<file path="src/rtl/drive_cmd_arbiter.sv">
// rtl/drive_cmd_arbiter.sv - motor drive command arbiter between line sensor and remote UART link
//
// Purpose:
//   Chooses the motor drive command from either the autonomous line-sensor
//   path (with anti-chatter hold timing) or remote bytes from uart_rx
//   (with a link watchdog that forces STOP on silence).
//   Optional byte echo towards a UART transmitter: macro CMD_ECHO_EN.
//
// Ports:
//   i_Clock       system clock
//   i_Reset_n     synchronous active-low reset
//   i_Rx_DV       one-cycle strobe, i_Rx_Byte valid
//   i_Rx_Byte     received UART byte
//   i_Tx_Active   (CMD_ECHO_EN) transmitter busy
//   o_Tx_DV       (CMD_ECHO_EN) one-cycle echo strobe
//   o_Tx_Byte     (CMD_ECHO_EN) echo byte
//   i_Auto_CMD    autonomous drive command
//   i_Auto_Valid  sensor currently sees the line
//   o_DriveCMD    0 left, 1 forward, 2 right, 3 stop
//   o_Mode        0 AUTO, 1 REMOTE, 2 FAILSAFE
//   o_Timeout     one-cycle pulse on watchdog expiry
//   o_Bad_Cnt     saturating count of undecodable bytes
module drive_cmd_arbiter #(
  parameter int unsigned TIMEOUT_CLKS  = 25000000,
  parameter int unsigned MIN_HOLD_CLKS = 50000
) (
  input  logic       i_Clock,
  input  logic       i_Reset_n,
  input  logic       i_Rx_DV,
  input  logic [7:0] i_Rx_Byte,
`ifdef CMD_ECHO_EN
  input  logic       i_Tx_Active,
  output logic       o_Tx_DV,
  output logic [7:0] o_Tx_Byte,
`endif
  input  logic [1:0] i_Auto_CMD,
  input  logic       i_Auto_Valid,
  output logic [1:0] o_DriveCMD,
  output logic [1:0] o_Mode,
  output logic       o_Timeout,
  output logic [7:0] o_Bad_Cnt
);

  localparam int unsigned WD_W   = (TIMEOUT_CLKS > 1) ? $clog2(TIMEOUT_CLKS) : 1;
  // The hold counter must be able to hold MIN_HOLD_CLKS itself (saturation value).
  localparam int unsigned HOLD_W = (MIN_HOLD_CLKS > 0) ? $clog2(MIN_HOLD_CLKS + 1) : 1;
  localparam logic [WD_W-1:0]   WD_LAST  = WD_W'(TIMEOUT_CLKS - 1);
  localparam logic [HOLD_W-1:0] HOLD_MAX = HOLD_W'(MIN_HOLD_CLKS);
  localparam logic [1:0]        CMD_STOP = 2'd3;

  typedef enum logic [1:0] {
    MODE_AUTO     = 2'd0,
    MODE_REMOTE   = 2'd1,
    MODE_FAILSAFE = 2'd2
  } mode_t;

  mode_t             mode_q, mode_d;
  logic [1:0]        cmd_q, cmd_d;
  logic              timeout_q, timeout_d;
  logic [7:0]        bad_q, bad_d;
  logic [WD_W-1:0]   wd_q, wd_d;
  logic [HOLD_W-1:0] hold_q, hold_d;

  // Byte decode; all flags are qualified by i_Rx_DV.
  logic       is_drive, is_m, is_a, is_bad;
  logic [1:0] drive_val;

  always_comb begin
    is_drive  = 1'b0;
    drive_val = CMD_STOP;
    is_m      = 1'b0;
    is_a      = 1'b0;
    if (i_Rx_DV) begin
      case (i_Rx_Byte)
        8'h30:   begin is_drive = 1'b1; drive_val = 2'd0; end
        8'h31:   begin is_drive = 1'b1; drive_val = 2'd1; end
        8'h32:   begin is_drive = 1'b1; drive_val = 2'd2; end
        8'h53:   begin is_drive = 1'b1; drive_val = CMD_STOP; end
        8'h4D:   is_m = 1'b1;
        8'h41:   is_a = 1'b1;
        default: ;
      endcase
    end
  end

  assign is_bad = i_Rx_DV & ~(is_drive | is_m | is_a);

  always_ff @(posedge i_Clock) begin
    if (!i_Reset_n) begin
      mode_q    <= MODE_AUTO;
      cmd_q     <= CMD_STOP;
      timeout_q <= 1'b0;
      bad_q     <= 8'd0;
      wd_q      <= '0;
      hold_q    <= '0;
    end else begin
      mode_q    <= mode_d;
      cmd_q     <= cmd_d;
      timeout_q <= timeout_d;
      bad_q     <= bad_d;
      wd_q      <= wd_d;
      hold_q    <= hold_d;
    end
  end

  always_comb begin
    mode_d    = mode_q;
    cmd_d     = cmd_q;
    timeout_d = 1'b0;
    bad_d     = bad_q;
    wd_d      = wd_q;
    hold_d    = hold_q;

    if (is_bad && bad_q != 8'hFF) begin
      bad_d = bad_q + 8'd1;
    end

    case (mode_q)
      MODE_AUTO: begin
        if (is_m) begin
          // Mode change wins over any hold-counter activity this cycle.
          mode_d = MODE_REMOTE;
          cmd_d  = CMD_STOP;
          wd_d   = '0;
        end else if (!i_Auto_Valid) begin
          cmd_d  = CMD_STOP;
          hold_d = '0;
        end else if (i_Auto_CMD != cmd_q && hold_q >= HOLD_MAX) begin
          cmd_d  = i_Auto_CMD;
          hold_d = '0;
        end else if (hold_q < HOLD_MAX) begin
          hold_d = hold_q + HOLD_W'(1);
        end
      end

      MODE_REMOTE: begin
        if (is_drive) begin
          cmd_d = drive_val;
          wd_d  = '0;
        end else if (is_a) begin
          // Preload the hold so the first autonomous command applies at once.
          mode_d = MODE_AUTO;
          hold_d = HOLD_MAX;
        end else if (is_m) begin
          wd_d = '0;
        end else if (wd_q == WD_LAST) begin
          // Bad bytes fall through here: they never keep the link alive.
          mode_d    = MODE_FAILSAFE;
          cmd_d     = CMD_STOP;
          timeout_d = 1'b1;
        end else begin
          wd_d = wd_q + WD_W'(1);
        end
      end

      MODE_FAILSAFE: begin
        cmd_d = CMD_STOP;
        if (is_m) begin
          mode_d = MODE_REMOTE;
          wd_d   = '0;
        end else if (is_a) begin
          mode_d = MODE_AUTO;
          hold_d = HOLD_MAX;
        end
      end

      default: begin
        mode_d = MODE_AUTO;
        cmd_d  = CMD_STOP;
      end
    endcase
  end

  assign o_DriveCMD = cmd_q;
  assign o_Mode     = mode_q;
  assign o_Timeout  = timeout_q;
  assign o_Bad_Cnt  = bad_q;

`ifdef CMD_ECHO_EN
  // Single-entry pending echo; a newer byte replaces an unsent one.
  logic       pend_q;
  logic [7:0] pend_byte_q;
  logic [7:0] echo_byte;

  assign echo_byte = is_bad ? 8'h3F : i_Rx_Byte;

  always_ff @(posedge i_Clock) begin
    if (!i_Reset_n) begin
      pend_q      <= 1'b0;
      pend_byte_q <= 8'd0;
      o_Tx_DV     <= 1'b0;
      o_Tx_Byte   <= 8'd0;
    end else begin
      o_Tx_DV <= 1'b0;
      if (i_Rx_DV) begin
        if (i_Tx_Active) begin
          pend_q      <= 1'b1;
          pend_byte_q <= echo_byte;
        end else begin
          o_Tx_DV   <= 1'b1;
          o_Tx_Byte <= echo_byte;
          pend_q    <= 1'b0;
        end
      end else if (pend_q && !i_Tx_Active) begin
        o_Tx_DV   <= 1'b1;
        o_Tx_Byte <= pend_byte_q;
        pend_q    <= 1'b0;
      end
    end
  end
`endif

endmodule

</file>
<file path="config.mk">
export PLATFORM = sky130hd
export DESIGN_NAME = drive_cmd_arbiter
export DESIGN_NICKNAME = d
export VERILOG_FILES = /design/src/rtl/drive_cmd_arbiter.sv
export SDC_FILE = /design/constraint.sdc
export NUM_CORES = 1
export LEC_CHECK = 0
export ABC_AREA = 0
export CORE_UTILIZATION = 40
export DETAILED_ROUTE_END_ITERATION = 10
export DONT_BUFFER_PORTS = 1
export GPL_TIMING_DRIVEN = 0
export HOLD_SLACK_MARGIN = 0.06
export PLACE_DENSITY_LB_ADDON = 0.2
export SETUP_SLACK_MARGIN = 0.02
export SLEW_MARGIN = 20
export SYNTH_ARGS = -nofsm -noshare
export SYNTH_HDL_FRONTEND = slang
export SYNTH_SLANG_ARGS = --single-unit
</file>
<file path="constraint.sdc">
create_clock -name i_Clock -period 5.2 [get_ports i_Clock]
set_input_delay 0.52 -clock i_Clock [delete_from_list [all_inputs] [get_ports i_Clock]]
set_output_delay 0.52 -clock i_Clock [all_outputs]
set_load 0.05 [all_outputs]
</file>
==> results of run 1 <==
[final cells by class]
type	instances	area [um2]	area share
Buffer	15	81.3	0.0229
Clock buffer	7	86.3	0.0243
Clock inverter	1	5.00	0.00141
Inverter	8	30.0	0.00844
Multi-Input combinational cell	345	2140	0.603
Sequential cell	54	1080	0.304
Tap cell	102	128	0.0359
[through the flow]
stage	total power [mW]	util	area (um2)	setup slack, ns	hold WS [ns]
after CTS	1.08	0.451	3560	1.76	0.481
after global placement	0.830	0.439	3460	1.85	0.459
after floorplan	0.749	-	3340	2.34	0.443
after detailed placement	0.838	0.439	3460	1.79	0.464
after global routing	1.15	0.451	3560	1.58	0.508
final	1.08	0.451	3560	1.74	0.482
[cells in the mapped netlist (10+ instances only)]
master / count
o21ai_1: 11
clkbuf_1: 10
nand3_1: 25
o21ai_0: 10
or3_1: 16
dfxtp_1: 54
nand2_1: 52
nor2_1: 33
o211ai_1: 18
nand4_1: 11
nor3_1: 12
a21oi_1: 39
[worst paths after layout]
check                           startpoint          to  slack [ns]  depth (start not counted)
worst max register to register   o_Mode[1]  hold_q[13]        1.74                         10
worst min-delay path              wd_q[24]    wd_q[24]        0.48                          2
worst max-delay path             o_Mode[1]  hold_q[13]        1.74                         10
worst min register to register    wd_q[24]    wd_q[24]        0.48                          2
[routing by layer]
metal  GRT usage  vias to the layer above  share of wire
met5           0                        -              0
met4      0.0590                        0          0.011
met3      0.0382                       10          0.046
met2       0.351                       87           0.47
met1       0.300                     1566           0.47
li1            -                     1627              -
[sequential cells by signal, summed over array words and instances, names as in the netlist]
| signal | flops |
|---|---|
| o_Timeout | 1 |
| o_DriveCMD | 2 |
| o_Bad_Cnt | 8 |
| wd_q | 25 |
| o_Mode | 2 |
| hold_q | 16 |
[where the power goes]
group / internal [mW] / total, mW / switching, mW / leakage [nW]
sequential: 0.437 / 0.492 / 0.0554 / 0.436
clock: 0.108 / 0.250 / 0.142 / 0.0482
combinational: 0.124 / 0.338 / 0.214 / 0.682
total: 0.669 / 1.08 / 0.412 / 1.17
[cells by family after synthesis]
family | count (synthesis) | synth area share
buffers and inverters | 23 | 0.0334
xor gates and xnor gates | 5 | 0.0131
muxes | 3 | 0.00937
and+or+nand+nor | 202 | 0.331
adders and majority gates | 8 | 0.0300
AOI/OAI and AO/OA | 127 | 0.259
DFF | 54 | 0.324
[critical path, cell delays in order, from the launching register on]
cell and delay, ns:
dfxtp_1 0.71, inv_1 0.17, ha_1 0.36, clkbuf_1 0.41, nor2b_1 0.19, a31oi_1 0.08, or3_1 0.38, a311o_1 0.37
clkbuf_1 0.28, o211ai_1 0.26, o41ai_1 0.12
==> flow_summary_export.csv, run 1 <==
group,metric,value,unit
timing,period_minus_slack,3.46,ns
global_route,antenna_found_initial,0,
final_layout,n_fill_cell,757,
route,wirelength,9140,um
final_layout,final_cell_mix,"dfxtp_1 (54), nand2_1 (52), a21oi_1 (39), nor2_1 (33), nand3_1 (25)",
synthesis,syn_area,3340,um2
critical_path,crit_fanout,10,
cts,cts_root_buf,"clkbuf_8",
final_layout,final_nets,451,
synthesis,ys_seq_area_frac,0.324,
synthesis,syn_inst,422,
final_layout,finalNonFillerCells,532,
synthesis,yosysWarnings,0,
pwr,p_per_area,304,nW/um2
pwr,p_leak,1.17,nW
synthesis,syn_area_per_cell,7.91,um2
synthesis,ys_ff_latch,54,
synthesis,syn_nets,444,
floorplanning,rows,32,
placed_design,io_buffers,0,
synthesis,synthFlopType,"dfxtp_1",
synthesis,synth.area.top_cells,"dfxtp_1 (32%), a21oi_1 (5.8%), nand2_1 (5.8%)",
global_route,grt_pass1_vias,3003,
worst_hold_path,hold_path.class,"reg2reg",
critical_path,worst_setup_path_start_kind,"register",
floorplanning,ios,27,
route,vias,3290,
synthesis,synth_top_area_cell,"dfxtp_1",
cts,numCtsBuffers,5,
route,drc,0,
final_layout,drive_gt1_frac,0.0767,
final_layout,area_growth,6.56,%
floorplanning,die_area,8710,um2
timing,setup_viol,0,
cts,cts_htree_levels,2,
critical_path,crit_type,"reg2reg",
route,drtIter0Drc,180,
global_route,grt.total_usage,0.218,
job,maxCapViolCount,0,
critical_path,critPathArrivalTime,3.63,ns
synthesis,ys_async_sr_fraction,0,
timing,relSlewSlack,0.359,
route,first_pass_iters,5,
synthesis,netlist-cell-type-count,68,
synthesis,synth_top_cell_area_share,0.324,
cts,clockBufferDepth,2,
placed_design,gp_congestion,0.856,
outcome,status,"completed",
critical_path,worstPathRequired,5.37,ns
final_layout,final_common_cell,"dfxtp_1",
placed_design,dp_cells,524,
timing,grt_setup_unrepaired,"no",
timing,max_freq,0.289,GHz
timing,period_share,0.666,
cts,ctsHoldBuffers,0,
critical_path,cp-end-kind,"register",
cts,clock_latency,0.31,ns
cts,cts-resized-gates,0,
global_route,overflow,0,
final_layout,antenna_cells,0,
global_route,grt_pass1_wl,15100,um
floorplanning,die_h,93.3,um
floorplanning,start_util,0.423,
route,wl_per_cell,17.2,um
cts,tritoncts,"done",
route,antenna_left,0,
floorplanning,die_width,93.3,um
timing,skew,0.00842,ns
timing,hold_viol,0,
route,viasPerCell,6.18,
placed_design,hpwl,6620,um
timing,setup_tns,0,ns
global_route,grt_max_degree,16,
cts,cts.sinks,54,
timing,worst_slew_pin_slew,0.957,ns
synthesis,synth-edff-count,0,
pwr,ir_worst_vdd,0.225,mV
timing,slew_violations,0,
floorplanning,coreArea,7890,um2
cts,clk_pin_slew,0.10,ns
cts,cts_post_setup_buffers_inserted,0,
Power figures use the tool's default switching activity.
==> inputs of run 2 (changes only) <==
Clock period 5.2 ns to 3.35 ns, I/O delays scaled along.
==> run 2 against run 1 <==
Largest cell class unchanged. Hold slack worse by 0.14 ns. Die area stayed put. Global-route usage unchanged. Final cell count is the same. Clock power up 55%. Sequential cell count unchanged.
==> flow_summary_export.csv, run 2 (synthesis gave the netlist of run 1 again) <==
group,metric,value,unit
outcome,status,"completed",
critical_path,slowest_stage,"dfxtp_2",
critical_path,crit_type,"reg2reg",
timing,period_share,0.911,
timing,setup_tns,0,ns
cts,cts_root_buf,"clkbuf_8",
pwr,ir_worst_vdd,0.348,mV
critical_path,ff2ff_setup_slack,0.30,ns
job,maxCapViolCount,0,
floorplanning,ios,27,
critical_path,rr_worst_depth,10,
final_layout,drive_gt1_frac,0.0837,
critical_path,crit_fanout,10,
final_layout,final_nets,451,
final_layout,final_cell_mix,"nand2_1 (52), dfxtp_1 (52), a21oi_1 (39), nor2_1 (33), nand3_1 (25)",
worst_hold_path,hp-start,"i_Rx_DV",
worst_hold_path,hold_path.class,"in2reg",
placed_design,hpwl,6620,um
critical_path,reg2reg_from,"o_Mode[1]",
timing,period_minus_slack,3.05,ns
timing,hold_viol,0,
placed_design,dp_cells,524,
critical_path,cp-end-kind,"register",
cts,tritoncts,"done",
final_layout,finalNonFillerCells,532,
critical_path,cpLargestDelayFamily,"compound AO/OA/AOI/OAI gates",
cts,clockBufferDepth,2,
floorplanning,coreArea,7890,um2
route,wirelength,9180,um
timing,skew,0.00849,ns
critical_path,worstPathRequired,3.52,ns
pwr,p_leak,1.17,nW
route,wl_per_cell,17.2,um
final_layout,antenna_cells,0,
global_route,overflow,0,
timing,max_freq,0.328,GHz
cts,cts_post_setup_buffers_inserted,0,
timing,slew_violations,0,
floorplanning,die_width,93.3,um
cts,clock_latency,0.31,ns
global_route,grt_pass1_wl,15100,um
route,first_pass_iters,4,
final_layout,final_util,0.451,
timing,worst_slack,0.299,ns
timing,setup_viol,0,
final_layout,multi_input_area,2140,um2
floorplanning,die_area,8710,um2
final_layout,largest_reg_flops,25,
critical_path,crit_buf_inv,3,
cts,cts_htree_levels,2,
timing,grt_setup_unrepaired,"no",
global_route,grt_pass1_vias,3003,
placed_design,post-place-ws,-0.0643,ns
floorplanning,start_util,0.423,
critical_path,cp_cell_sequence,"inv_1, ha_1, clkbuf_2, nor2b_1, a31oi_1, or3_1, a311o_1, clkbuf_1, o211ai_1, o41ai_1",
placed_design,io_buffers,0,
worst_hold_path,holdPathEnd,"o_Bad_Cnt[1]",
route,antenna_left,0,
cts,numCtsBuffers,5,
final_layout,area_growth,6.67,%
route,drc,0,
cts,cts.sinks,54,
route,vias,3291,
global_route,grt.total_usage,0.218,
cts,ctsHoldBuffers,0,
final_layout,regArea,1080,um2
global_route,grt_max_degree,16,
route,drtIter0Drc,185,
final_layout,top_register,"wd_q",
final_layout,n_fill_cell,760,
pwr,p_per_area,472,nW/um2
route,viasPerCell,6.19,
timing,relSlewSlack,0.357,
floorplanning,rows,32,
global_route,antenna_found_initial,0,
worst_hold_path,min_delay_path_depth,4,
critical_path,cpPeakStageDelay,0.54,ns
cts,clk_pin_slew,0.10,ns
timing,worst_slew_pin_slew,0.961,ns
critical_path,rr_endpoint,"hold_q[13]",
placed_design,gp_congestion,0.856,
critical_path,worst_setup_path_start_kind,"register",
critical_path,critPathArrivalTime,3.22,ns
floorplanning,die_h,93.3,um
==> run 2: what timing repair did <==
item,CTS,global route
gates resized for setup,2,2
cloned,0,0
endpoints found under the setup margin,6,1
==> run 2: through the flow <==
| stage | hold WS (ns) | total power, mW | instance area, um2 |
|---|---|---|---|
| floorplan | 0.443 | 1.16 | 3340 |
| global placement | 0.459 | 1.29 | 3460 |
| detailed placement | 0.464 | 1.30 | 3460 |
| CTS | 0.330 | 1.69 | 3560 |
| global route | 0.350 | 1.78 | 3560 |
| finish | 0.339 | 1.68 | 3560 |
==> run 2: worst max path at each step <==
stage	slack, ns	from	cells after the start	end
after floorplan	0.49	o_Mode[1]	10	hold_q[9]
after global placement	-0.002	o_Mode[1]	10	hold_q[13]
after detailed placement	-0.06	o_Mode[1]	10	hold_q[13]
after CTS	0.14	o_Mode[1]	10	hold_q[13]
after global routing	0.18	o_Mode[0]	10	hold_q[13]
final	0.30	o_Mode[1]	10	hold_q[13]
==> run 2: power by group <==
| part | internal, mW | switching (mW) |
|---|---|---|
| clock | 0.168 | 0.221 |
| combinational | 0.193 | 0.333 |
| sequential | 0.679 | 0.0859 |
==> run 2: worst register-to-register path, delay by kind of cell, from the launching register on <==
family                   cells  cell delay [ns]
flip-flops                   1             0.54
AND/OR/NAND/NOR              2             0.53
buffers and inverters        3             0.67
adder cells (fa/ha/maj)      1             0.34
AO/OA/AOI/OAI                4             0.83
==> run 2: metal layers <==
| metal | global-route usage | part of all wire |
|---|---|---|
| met1 | 0.300 | 0.47 |
| met2 | 0.351 | 0.47 |
| met3 | 0.0382 | 0.047 |
| met4 | 0.0590 | 0.0095 |
| met5 | 0 | 0 |
==> run 2: cell type report <==
class                           count  area share
Buffer                             15      0.0232
Clock buffer                        7      0.0243
Clock inverter                      1     0.00141
Inverter                            8     0.00844
Multi-Input combinational cell    345       0.602
Sequential cell                    54       0.304
Tap cell                          102      0.0359
==> inputs of run 3 (changes only) <==
Settings changed: CORE_UTILIZATION 40 to 55, CTS_BUF_LIST set to sky130_fd_sc_hd__clkbuf_4.
Clock period 3.35 ns to 2.85 ns, I/O delays scaled along.
==> run 3 against run 2 <==
Power up 19%. Utilization up 15 points. Clock power up 15%. Clock skew up 0.018 ns. Global-route usage up 5.9 points. Sequential power up 18%. Non-clock buffer count up 1. Setup slack worse by 0.15 ns. Largest power group unchanged. Hold slack worse by 0.13 ns.
==> flow_summary_export.csv, run 3 (synthesis gave the netlist of run 1 again) <==
group,metric,value,unit
timing,slew_violations,0,
final_layout,finalNonFillerCells,506,
placed_design,dp_cells,497,
route,wirelength,8820,um
timing,period_share,0.949,
timing,hold_viol,0,
route,viasPerCell,6.58,
cts,numCtsBuffers,5,
global_route,use_met2,0.471,
placed_design,io_buffers,0,
global_route,overflow,0,
global_route,grt_max_degree,18,
timing,setup_tns,0,ns
cts,tritoncts,"done",
global_route,grtUsageMet1,0.340,
placed_design,place_area,3430,um2
floorplanning,start_util,0.567,
route,first_pass_iters,5,
cts,clockBufferDepth,2,
outcome,status,"completed",
critical_path,cp_cell_sequence,"inv_1, ha_4, buf_6, nor2b_1, a31oi_1, or3_1, a311o_2, buf_4, a211o_1, o211a_1",
critical_path,crit_fanout,10,
placed_design,hpwl,6340,um
cts,cts_root_buf,"clkbuf_4",
route,vias,3331,
critical_path,cp-end-kind,"register",
critical_path,crit_buf_inv,3,
timing,setup_viol,0,
pwr,ir_worst_vdd,0.446,mV
critical_path,ff2ff_setup_slack,0.15,ns
cts,clock_latency,0.40,ns
floorplanning,ios,27,
cts,cts_htree_levels,2,
critical_path,worst_setup_path_start_kind,"register",
timing,grt_setup_unrepaired,"no",
critical_path,critPathArrivalTime,3.00,ns
global_route,antenna_found_initial,0,
final_layout,area_growth,6.67,%
final_layout,final_nets,452,
critical_path,cpLargestDelayFamily,"compound AO/OA/AOI/OAI gates",
pwr,p_leak,1.18,nW
cts,ctsHoldBuffers,0,
timing,worst_slew_pin_slew,0.906,ns
job,maxCapViolCount,0,
global_route,grt_pass1_wl,13900,um
critical_path,worstPathRequired,3.15,ns
worst_hold_path,hold_path.class,"in2reg",
timing,max_freq,0.370,GHz
final_layout,final_cell_mix,"nand2_1 (52), dfxtp_1 (52), a21oi_1 (39), nor2_1 (33), nand3_1 (25)",
pwr,p_per_area,561,nW/um2
final_layout,drive_gt1_frac,0.0974,
final_layout,antenna_cells,0,
cts,cts.sinks,54,
floorplanning,die_area,6380,um2
placed_design,gp_congestion,0.922,
global_route,grt_pass1_vias,2977,
global_route,top_usage_layer,"met2",
final_layout,largest_reg_flops,25,
floorplanning,coreArea,5890,um2
global_route,met3_usage,0.0583,
route,antenna_left,0,
pwr,finalPower,2.00,mW
floorplanning,die_h,79.9,um
floorplanning,die_width,79.9,um
route,drc,0,
final_layout,top_register,"wd_q",
critical_path,slowest_stage,"dfxtp_4",
route,drtIter0Drc,263,
timing,period_minus_slack,2.70,ns
floorplanning,rows,28,
timing,relSlewSlack,0.394,
critical_path,cpPeakStageDelay,0.49,ns
timing,skew,0.0266,ns
final_layout,final_cell_area,3560,um2
route,wl_per_cell,17.4,um
critical_path,crit_type,"reg2reg",
global_route,grt.total_usage,0.277,
cts,clk_pin_slew,0.18,ns
run 3: worst register-to-register path: stages (launching register included):
cell and delay (ns):
dfxtp_4 0.49, inv_1 0.13, ha_4 0.30, buf_6 0.13, nor2b_1 0.13, a31oi_1 0.08, or3_1 0.37, a311o_2 0.43
buf_4 0.19, a211o_1 0.22, o211a_1 0.12
run 3: power breakdown:
group / switching [mW] / total (mW) / internal, mW
registers: 0.101 / 0.901 / 0.800
logic: 0.384 / 0.650 / 0.266
clock network: 0.263 / 0.447 / 0.184
run 3: timing repair:
item | 4_1_cts | 5_1_grt
cloned | 0 | 0
setup buffers | 2 | 0
gates resized for setup | 4 | 11
pin swaps | 1 | 1
setup endpoints to repair | 23 | 17
run 3: layer usage:
layer  wire (um)  up-vias  share of wire
met1        3960     1586           0.45
met3         418       19          0.047
met5           0        -              0
li1            -     1624              -
met4         148        0          0.017
met2        4300      102           0.49
run 3: layout make-up:
class                   count  area [um2]
fillers                   531        2330
multi-input cells         345        2160
flip-flops and latches     54        1090
well taps                  75        93.8
plain buffers              14        91.3
clock inverters             3        45.0
clock buffers               5        37.5
inverters                   8        30.0
repair buffers              2        15.0
run 3: path summary, 6_finish.rpt:
kind,start,to,depth (start not counted)
setup / recovery,o_Mode[1],hold_q[9],10
hold / removal,i_Rx_DV,o_Bad_Cnt[1],4
setup reg to reg,o_Mode[1],hold_q[9],10
hold reg to reg,wd_q[14],wd_q[14],2
run 3: through the flow:
| stage | util | hold WS (ns) | setup WS (ns) |
|---|---|---|---|
| after floorplan | - | 0.443 | 0.197 |
| after global placement | 0.583 | 0.455 | -0.189 |
| after detailed placement | 0.583 | 0.475 | -0.243 |
| after CTS | 0.601 | 0.201 | 0.0446 |
| after global routing | 0.605 | 0.216 | 0.0295 |
| final | 0.605 | 0.210 | 0.146 |
